`src/rtl/pipe_pkg.sv`:
```
// Shared definitions for the pipeline stage register: the occupancy-state
// encoding and the default field widths.
package pipe_pkg;

    typedef enum logic [1:0] {
        EMPTY = 2'd0,
        ONE   = 2'd1,
        TWO   = 2'd2
    } pipe_state_e;

    localparam int CTRL_W_DEF = 16;
    localparam int REG_W_DEF  = 4;
    localparam int DATA_W_DEF = 32;
    localparam int CNT_W_DEF  = 16;

    // Width of the packed payload bundle: control word, two register
    // indices and six data-width fields.
    function automatic int bund_width(input int ctrl_w, input int reg_w, input int data_w);
        return ctrl_w + 2 * reg_w + 6 * data_w;
    endfunction

endpackage

```
`src/rtl/pipe_skid_buf.sv`:
```
// Skid register for the pipeline stage: captures an incoming entry when the
// main register is occupied and cannot drain, and hands it back when the main
// register drains. It is driven with state EMPTY when the skid feature is not
// built, which leaves the register permanently idle.
module pipe_skid_buf
    import pipe_pkg::*;
#(
    parameter int BUND_W = 32
) (
    input  logic              clk,
    input  logic              rst,
    input  logic              flush,
    input  pipe_state_e       state,
    input  logic              in_xfer,
    input  logic              out_xfer,
    input  logic [BUND_W-1:0] din,
    output logic [BUND_W-1:0] dout,
    output logic              unload
);

    logic              load_p0;
    logic [BUND_W-1:0] skid_p1;

    // A new entry arrives while the main entry is stuck downstream.
    assign load_p0 = (state == ONE) && in_xfer && !out_xfer && !flush;

    // The main entry leaves while the skid holds the next one.
    assign unload  = (state == TWO) && out_xfer && !flush;

    // Skid storage: captures the overflow entry.
    always_ff @(posedge clk) begin
        if (rst) begin
            skid_p1 <= '0;
        end else if (load_p0) begin
            skid_p1 <= din;
        end
    end

    assign dout = skid_p1;

endmodule

```
`src/rtl/pipe_stage_reg.sv`:
```
// One-cycle pipeline stage register with valid/ready handshake, flush and a
// saturating downstream-stall counter.
// Build option: define PIPE_SKID_EN for a two-entry skid buffer with a
// state-derived in_ready; otherwise a single entry whose in_ready passes
// out_ready straight through.
module pipe_stage_reg
    import pipe_pkg::*;
#(
    parameter int CTRL_W = CTRL_W_DEF,
    parameter int REG_W  = REG_W_DEF,
    parameter int DATA_W = DATA_W_DEF,
    parameter int CNT_W  = CNT_W_DEF
) (
    input  logic              clk,
    input  logic              rst,
    input  logic              flush,
    input  logic              in_valid,
    output logic              in_ready,
    input  logic [CTRL_W-1:0] in_ctrl,
    input  logic [REG_W-1:0]  in_ra,
    input  logic [REG_W-1:0]  in_rb,
    input  logic [DATA_W-1:0] in_dat_a,
    input  logic [DATA_W-1:0] in_dat_b,
    input  logic [DATA_W-1:0] in_off21,
    input  logic [DATA_W-1:0] in_off_store,
    input  logic [DATA_W-1:0] in_robj,
    input  logic [DATA_W-1:0] in_imm,
    output logic              out_valid,
    input  logic              out_ready,
    output logic [CTRL_W-1:0] out_ctrl,
    output logic [REG_W-1:0]  out_ra,
    output logic [REG_W-1:0]  out_rb,
    output logic [DATA_W-1:0] out_dat_a,
    output logic [DATA_W-1:0] out_dat_b,
    output logic [DATA_W-1:0] out_off21,
    output logic [DATA_W-1:0] out_off_store,
    output logic [DATA_W-1:0] out_robj,
    output logic [DATA_W-1:0] out_imm,
    output logic [CNT_W-1:0]  stall_cnt
);

    localparam int BUND_W    = bund_width(CTRL_W, REG_W, DATA_W);
    localparam int IMM_LSB   = 0;
    localparam int ROBJ_LSB  = IMM_LSB + DATA_W;
    localparam int OFFS_LSB  = ROBJ_LSB + DATA_W;
    localparam int OFF21_LSB = OFFS_LSB + DATA_W;
    localparam int DATB_LSB  = OFF21_LSB + DATA_W;
    localparam int DATA_LSB  = DATB_LSB + DATA_W;
    localparam int RB_LSB    = DATA_LSB + DATA_W;
    localparam int RA_LSB    = RB_LSB + REG_W;
    localparam int CTRL_LSB  = RA_LSB + REG_W;

    // Counter increment that sticks at all-ones.
    function automatic logic [CNT_W-1:0] sat_inc(input logic [CNT_W-1:0] c);
        return (&c) ? c : c + 1'b1;
    endfunction

    pipe_state_e       state_p1;
    pipe_state_e       skid_state;
    logic [BUND_W-1:0] in_bund_p0;
    logic [BUND_W-1:0] bund_p1;
    logic [BUND_W-1:0] skid_dout;
    logic              skid_unload;
    logic              vld_p1;
    logic              in_xfer;
    logic              out_xfer;
    logic [CNT_W-1:0]  stall_p1;

    assign in_bund_p0 = {in_ctrl, in_ra, in_rb, in_dat_a, in_dat_b,
                         in_off21, in_off_store, in_robj, in_imm};

    assign vld_p1   = (state_p1 != EMPTY);
    assign in_xfer  = in_valid && in_ready;
    assign out_xfer = vld_p1 && out_ready;

`ifdef PIPE_SKID_EN
    assign in_ready   = (state_p1 != TWO) && !flush && !rst;
    assign skid_state = state_p1;
`else
    assign in_ready   = !rst && !flush && (!vld_p1 || out_ready);
    assign skid_state = EMPTY;
`endif

    pipe_skid_buf #(
        .BUND_W (BUND_W)
    ) u_skid (
        .clk      (clk),
        .rst      (rst),
        .flush    (flush),
        .state    (skid_state),
        .in_xfer  (in_xfer),
        .out_xfer (out_xfer),
        .din      (in_bund_p0),
        .dout     (skid_dout),
        .unload   (skid_unload)
    );

    // Occupancy FSM and main output register.
    always_ff @(posedge clk) begin
        if (rst) begin
            state_p1 <= EMPTY;
            bund_p1  <= '0;
        end else if (flush) begin
            state_p1 <= EMPTY;
        end else begin
            case (state_p1)
                EMPTY: begin
                    if (in_xfer) begin
                        bund_p1  <= in_bund_p0;
                        state_p1 <= ONE;
                    end
                end
                ONE: begin
                    if (in_xfer && out_xfer) begin
                        bund_p1 <= in_bund_p0;
`ifdef PIPE_SKID_EN
                    end else if (in_xfer) begin
                        state_p1 <= TWO;
`endif
                    end else if (out_xfer) begin
                        state_p1 <= EMPTY;
                    end
                end
                TWO: begin
                    if (skid_unload) begin
                        bund_p1  <= skid_dout;
                        state_p1 <= ONE;
                    end
                end
                default: state_p1 <= EMPTY;
            endcase
        end
    end

    // Stall counter: cycles where an entry waits on downstream; survives flush.
    always_ff @(posedge clk) begin
        if (rst) begin
            stall_p1 <= '0;
        end else if (vld_p1 && !out_ready) begin
            stall_p1 <= sat_inc(stall_p1);
        end
    end

    assign out_valid     = vld_p1;
    assign out_ctrl      = vld_p1 ? bund_p1[CTRL_LSB +: CTRL_W] : '0;
    assign out_ra        = bund_p1[RA_LSB    +: REG_W];
    assign out_rb        = bund_p1[RB_LSB    +: REG_W];
    assign out_dat_a     = bund_p1[DATA_LSB  +: DATA_W];
    assign out_dat_b     = bund_p1[DATB_LSB  +: DATA_W];
    assign out_off21     = bund_p1[OFF21_LSB +: DATA_W];
    assign out_off_store = bund_p1[OFFS_LSB  +: DATA_W];
    assign out_robj      = bund_p1[ROBJ_LSB  +: DATA_W];
    assign out_imm       = bund_p1[IMM_LSB   +: DATA_W];
    assign stall_cnt     = stall_p1;

endmodule

```
`config.mk`:
```
export PLATFORM = sky130hd
export DESIGN_NAME = pipe_stage_reg
export DESIGN_NICKNAME = d
export VERILOG_FILES = /design/src/rtl/pipe_pkg.sv /design/src/rtl/pipe_skid_buf.sv /design/src/rtl/pipe_stage_reg.sv
export SDC_FILE = /design/constraint.sdc
export NUM_CORES = 1
export LEC_CHECK = 0
export CORE_AREA = 4 4 173 175
export DETAILED_ROUTE_END_ITERATION = 8
export DIE_AREA = 0 0 177 179
export PLACE_DENSITY = 0.69
export REMOVE_ABC_BUFFERS = 1
export SLEW_MARGIN = 10
export SYNTH_ARGS = -nofsm -noshare
export SYNTH_HDL_FRONTEND = slang
export SYNTH_SLANG_ARGS = --single-unit
```
`constraint.sdc`:
```
create_clock -name clk -period 2.05 [get_ports clk]
set_input_delay 0.41 -clock clk [delete_from_list [all_inputs] [get_ports clk]]
set_output_delay 0.41 -clock clk [all_outputs]
set_load 0.01 [all_outputs]
```
==> results of run 1 <==
==> layout make-up <==
cell class / instances / share of cell area
clock buffers: 41 / 0.0529
clock inverters: 2 / 0.00284
inverters: 3 / 0.000775
multi-input cells: 743 / 0.232
flip-flops and latches: 233 / 0.321
well taps: 384 / 0.0331
repair buffers: 503 / 0.357
==> path summary, 6_finish.rpt <==
kind	startpoint	cells after the start	endpoint	slack [ps]
min	rst	2	bund_p1[204]	150
min reg2reg	bund_p1[213]	2	bund_p1[213]	450
max	stall_cnt[7]	1	stall_cnt[7]	70
max reg2reg	stall_cnt[2]	4	stall_cnt[15]	280
==> cell usage in the layout (no fill, tap or decap), drive strengths merged, types with 2 or more instances in the layout <==
master,count
nand2,438
clkdlybuf4s50,435
dfxtp,233
a21oi,225
buf,50
clkbuf,41
dlygate4sd2,17
and2,16
o21ai,7
nand3,7
or3,5
and3,5
nand4,4
inv,4
nor2,4
nor3,3
nor2b,3
o31ai,2
or4,2
a211oi,2
a31oi,2
and4,2
==> where the power goes <==
part,switching (W),internal (W)
clock network,0.00180,0.00267
logic,0.000503,0.000767
registers,0.0000723,0.00467
==> flip-flops by register name, indices dropped and copies added (netlist names) <==
| signal | count |
|---|---|
| bund_p1 | 216 |
| state_p1 | 1 |
| stall_cnt | 16 |
==> synthesized netlist by cell type (all sizes together) (2+ instances only) <==
cell	number	area (sq um)
nand2	438	1650
buf	239	1710
dfxtp	233	4660
a21oi	225	1130
clkbuf	39	148
and2	16	100
nand3	7	50.1
o21ai	7	35.0
and3	5	31.3
or3	5	31.3
nand4	4	25.0
nor2	4	17.5
inv	3	11.3
nor2b	3	18.8
nor3	3	15.0
a211oi	2	15.0
a31oi	2	12.5
and4	2	20.0
o31ai	2	15.0
or4	2	15.0
==> per-layer routing <==
layer	share of wire	wire length, um	GRT usage	vias up
li1	-	-	-	4351
met1	0.37	11300	0.193	4060
met2	0.50	15000	0.318	342
met3	0.11	3190	0.0694	41
met4	0.022	667	0.0484	0
met5	0	0	0	-
==> logic make-up after synthesis <==
group | after synthesis | share of synthesized area
adders and majority gates | 1 | 0.00127
buffers and inverters | 281 | 0.189
and+or+nand+nor | 493 | 0.205
muxes | 1 | 0.00101
AOI/OAI and AO/OA | 248 | 0.132
DFF | 233 | 0.472
==> metrics by stage <==
stage / instance area [sq um] / setup TNS, ps
2_1_floorplan: 8030 / -550980
3_3_place_gp: 13700 / -173
3_5_place_dp: 13700 / -186
4_1_cts: 14500 / 0
5_1_grt: 14500 / 0
6_report: 14500 / 0
==> repair_timing <==
item,CTS,global route
setup endpoints to repair,19,3
hold buffers,0,0
gates resized for setup,23,3
pin swaps,0,0
cloned,1,0
==> results.tsv, run 1 <==
metric	value	unit
endpoints failing setup	0	
Leak	5.19	nW
register area	0.00467	sq mm
Crit path largest cell delay	600	ps
power per standard cell area	722	mW/mm^2
Distinct cells, synth	45	
WP data required	1640	ps
global-route wire length before repair	45300	um
CP cell instances	clkdlybuf4s50_1	
H-tree lvl count	1	
Max VDD drop	0.000694	V
status	completed	
Final Power	0.0105	W
Layout Utilization	0.510	
placed insts	1865	
DRT iter0 DRCs	449	
GR Overflow Total	0	
vias in the first global route	8591	
Max-slew headroom	0.600	
largest net degree at the start of global routing	125	
Final Critical Period	1980	ps
CTS tree	yes	
Layout Skew	11.6	ps
FFs w/ async S/R, synth	0	
Clk pin slew, worst setup/hold paths	60	ps
Setup crit end kind	primary output	
fmax	0.506	GHz
I/O Buffers	454	
final cell count without fillers	1909	
synth warn	0	
CTS Buffer Depth	3	
Slew Viols, Final	0	
Ports	455	
crit path kind	flip-flop to primary output	
Nets	1733	
# Max-Cap Violations	0	
RSZ-0062 raised after global routing	false	
core footprint	0.0285	sq mm
layout cells sized above 1	0.0656	
Tcrit/Tclk final	0.965	
sequential area share after synthesis	0.472	
clock latency on the worst-skew pair	520	ps
total setup buffers inserted after CTS	0	
final worst slack	72.4	ps
DRC	0	
FF+latch count, synth	233	
drt pass-1 iters	5	
overall die width	177	um
CTS buffer count	27	
Final Hold Vio Count	0	
die height	179	um
wire per inst	15.8	um
Post-synth EDFFs	0	
CP Max Fanout	7	
WP buf/inv	1	
Hold WS	153	ps
synthesized instance count	1257	
CTS root buf	clkbuf_16	
multi-input logic area	0.00337	sq mm
Final ANT Viol Nets	0	
starting density of the core	0.347	
clk sinks	233	
DP HPWL	22300	um
slowest CP cell	clkdlybuf4s50_1	
DR vias	8794	
syn_area_per_cell	7.86	sq um
Startpoint Class	flip-flop	
# diodes	0	
GP Congestion	0.832	
initial antenna violation count	0	
critical path arrival	1570	ps
Mapped Area	0.00988	sq mm
Hold WC Path Type	input port to flip-flop	
Avg Vias per Cell	4.61	
Layout Area Growth over Synthesis	47.0	%
placement row count	62	
Primary FF master, synth	dfxtp_1	
filler cell count	2676	
die area	0.0317	sq mm
pre-CTS setup slack	-181	ps
worst-margin pin slew	599	ps
delay-heaviest family, CP	buffers and inverters	
gr usage total	0.176	
Post-Route WL	30100	um
Note: power is estimated with default switching activity, not from simulation.
==> run 2, diff against run 1 <==
- PLACE_DENSITY: 0.69 -> default
- PLACE_DENSITY_LB_ADDON: default -> 0.15
==> run 2 against run 1 <==
Via count is 1.8% lower; first-iteration DRC count is 25% lower; total power increased by 3.7%; flip-flop and latch count is the same; non-clock buffer count fell by 5; clock-buffer cell count increased by 4; combinational power about the same; worst setup slack got worse by 11 ps; critical path type unchanged; critical endpoint is now stall_cnt[6].
==> results.tsv, run 2 (synthesized netlist as in run 1, its figures left out) <==
metric	value	unit	change
vias in the first global route	8279		-3.6%
Hold WS	321	ps	+168 ps
Nets	1729		-0.23%
clk sinks	233		unchanged
RSZ-0062 raised after global routing	false		
critical path arrival	1580	ps	about the same
Clk pin slew, worst setup/hold paths	60	ps	about the same
Leak	5.20	nW	+0.33%
Layout Utilization	0.512		+0.00167
Layout Area Growth over Synthesis	47.5	%	
Final ANT Viol Nets	0		unchanged
GP Congestion	0.776		-6.8%
Slew Viols, Final	0		unchanged
Layout Skew	10.7	ps	-0.855 ps
CTS Buffer Depth	3		unchanged
placed insts	1860		-0.27%
Hold WC Path Type	input port to flip-flop		
CTS Hold Bufs	0		unchanged
gr usage total	0.185		+0.00897
I/O Buffers	454		unchanged
Final Power	0.0109	W	+3.7%
layout cells sized above 1	0.0701		+0.00454
Post-Route WL	31600	um	+5.0%
endpoints failing setup	0		unchanged
wire per inst	16.5	um	+4.9%
total setup buffers inserted after CTS	0		unchanged
CP Max Fanout	8		+1
Max VDD drop	0.000605	V	-13%
Tcrit/Tclk final	0.970		+0.00549
finished layout cell area	0.0146	sq mm	+0.33%
WP buf/inv	1		unchanged
initial antenna violation count	3		+3
H-tree lvl count	1		unchanged
filler cell count	2788		+4.2%
Post-DP Area	0.0136	sq mm	-0.55%
max reg flops	216		unchanged
die height	179	um	unchanged
DRC	0		unchanged
starting density of the core	0.347		unchanged
DRT iter0 DRCs	337		-25%
placement row count	62		unchanged
most frequent cells in the layout	nand2_1 (436), clkdlybuf4s50_1 (436), dfxtp_1 (230), a21oi_1 (225), clkbuf_16 (28)		
global-route wire length before repair	46900	um	+3.5%
Setup crit end kind	primary output		
# Max-Cap Violations	0		unchanged
fmax	0.503	GHz	-0.57%
Avg Vias per Cell	4.52		-1.9%
largest net degree at the start of global routing	154		+23%
CTS tree	yes		
drt pass-1 iters	4		-1
die area	0.0317	sq mm	unchanged
DR vias	8639		-1.8%
CTS root buf	clkbuf_16		
Crit path largest cell delay	600	ps	about the same
GR Overflow Total	0		unchanged
CTS buffer count	28		+3.7%
CP cell instances	clkdlybuf4s50_1		
core footprint	0.0285	sq mm	unchanged
DP HPWL	23400	um	+5.0%
crit path kind	flip-flop to primary output		
Ports	455		unchanged
overall die width	177	um	unchanged
worst-margin pin slew	778	ps	+178 ps
status	completed		
final cell count without fillers	1911		+0.10%
R2R Setup Slk	400	ps	+120 ps
Final Critical Period	1990	ps	+11.3 ps
WP data required	1640	ps	about the same
power per standard cell area	746	mW/mm^2	+3.4%
slowest CP cell	clkdlybuf4s50_1		
clock latency on the worst-skew pair	530	ps	about the same
delay-heaviest family, CP	buffers and inverters		
most flop-heavy register	bund_p1		
Final Hold Vio Count	0		unchanged
Startpoint Class	flip-flop		
Max-slew headroom	0.482		-0.119
-- run 2: changes by cell type in the layout (fill, tap and decap cells not counted), moves of 2 or more --
| cell | delta |
|---|---|
| buf_12 | -3 |
| clkbuf_8 | +10 |
| clkbuf_1 | -7 |
| buf_4 | -2 |
| clkinv_2 | +2 |
-- run 2: area by class of cell --
class | count | area (sq um) | area share
Antenna cell | 1 | 2.50 | 0.000172
Clock buffer | 45 | 905 | 0.0621
Clock inverter | 4 | 33.8 | 0.00232
Inverter | 3 | 11.3 | 0.000773
Multi-Input combinational cell | 743 | 3360 | 0.231
Sequential cell | 233 | 4670 | 0.320
Tap cell | 384 | 480 | 0.0330
Timing Repair Buffer | 498 | 5110 | 0.351
-- run 2: final timing paths --
path,startpoint,depth (start not counted),end
max,stall_cnt[6],1,stall_cnt[6]
min,rst,4,state_p1[0]
max reg2reg,stall_cnt[0],6,stall_cnt[4]
min reg2reg,bund_p1[149],2,bund_p1[149]
-- run 2: metal layers --
layer  share of wire  vias up  wire, um  GRT usage
met5         0.00082        -        26          0
met4           0.028        4       899     0.0561
met3            0.11       55      3460     0.0768
met2            0.48      316     15300      0.322
met1            0.38     3916     11900      0.208
li1                -     4348         -          -
-- run 2: per-stage QoR --
stage	worst slack (ps)	setup TNS (ps)
after floorplan	-2550	-550980
after global placement	-120	-120
after detailed placement	-177	-177
after CTS	25.3	0
after global routing	4.43	0
final	61.2	0
-- run 2: power by group --
| part | switching [W] | internal, W | leakage (nW) |
|---|---|---|---|
| registers | 0.0000698 | 0.00467 | 1.89 |
| logic | 0.000504 | 0.000755 | 2.85 |
| clock network | 0.00188 | 0.00299 | 0.464 |
| total | 0.00246 | 0.00842 | 5.20 |
-- run 2: timing repair --
action	CTS	global route
resized for setup	22	1
endpoints found under the setup margin	19	1
cloned	1	0
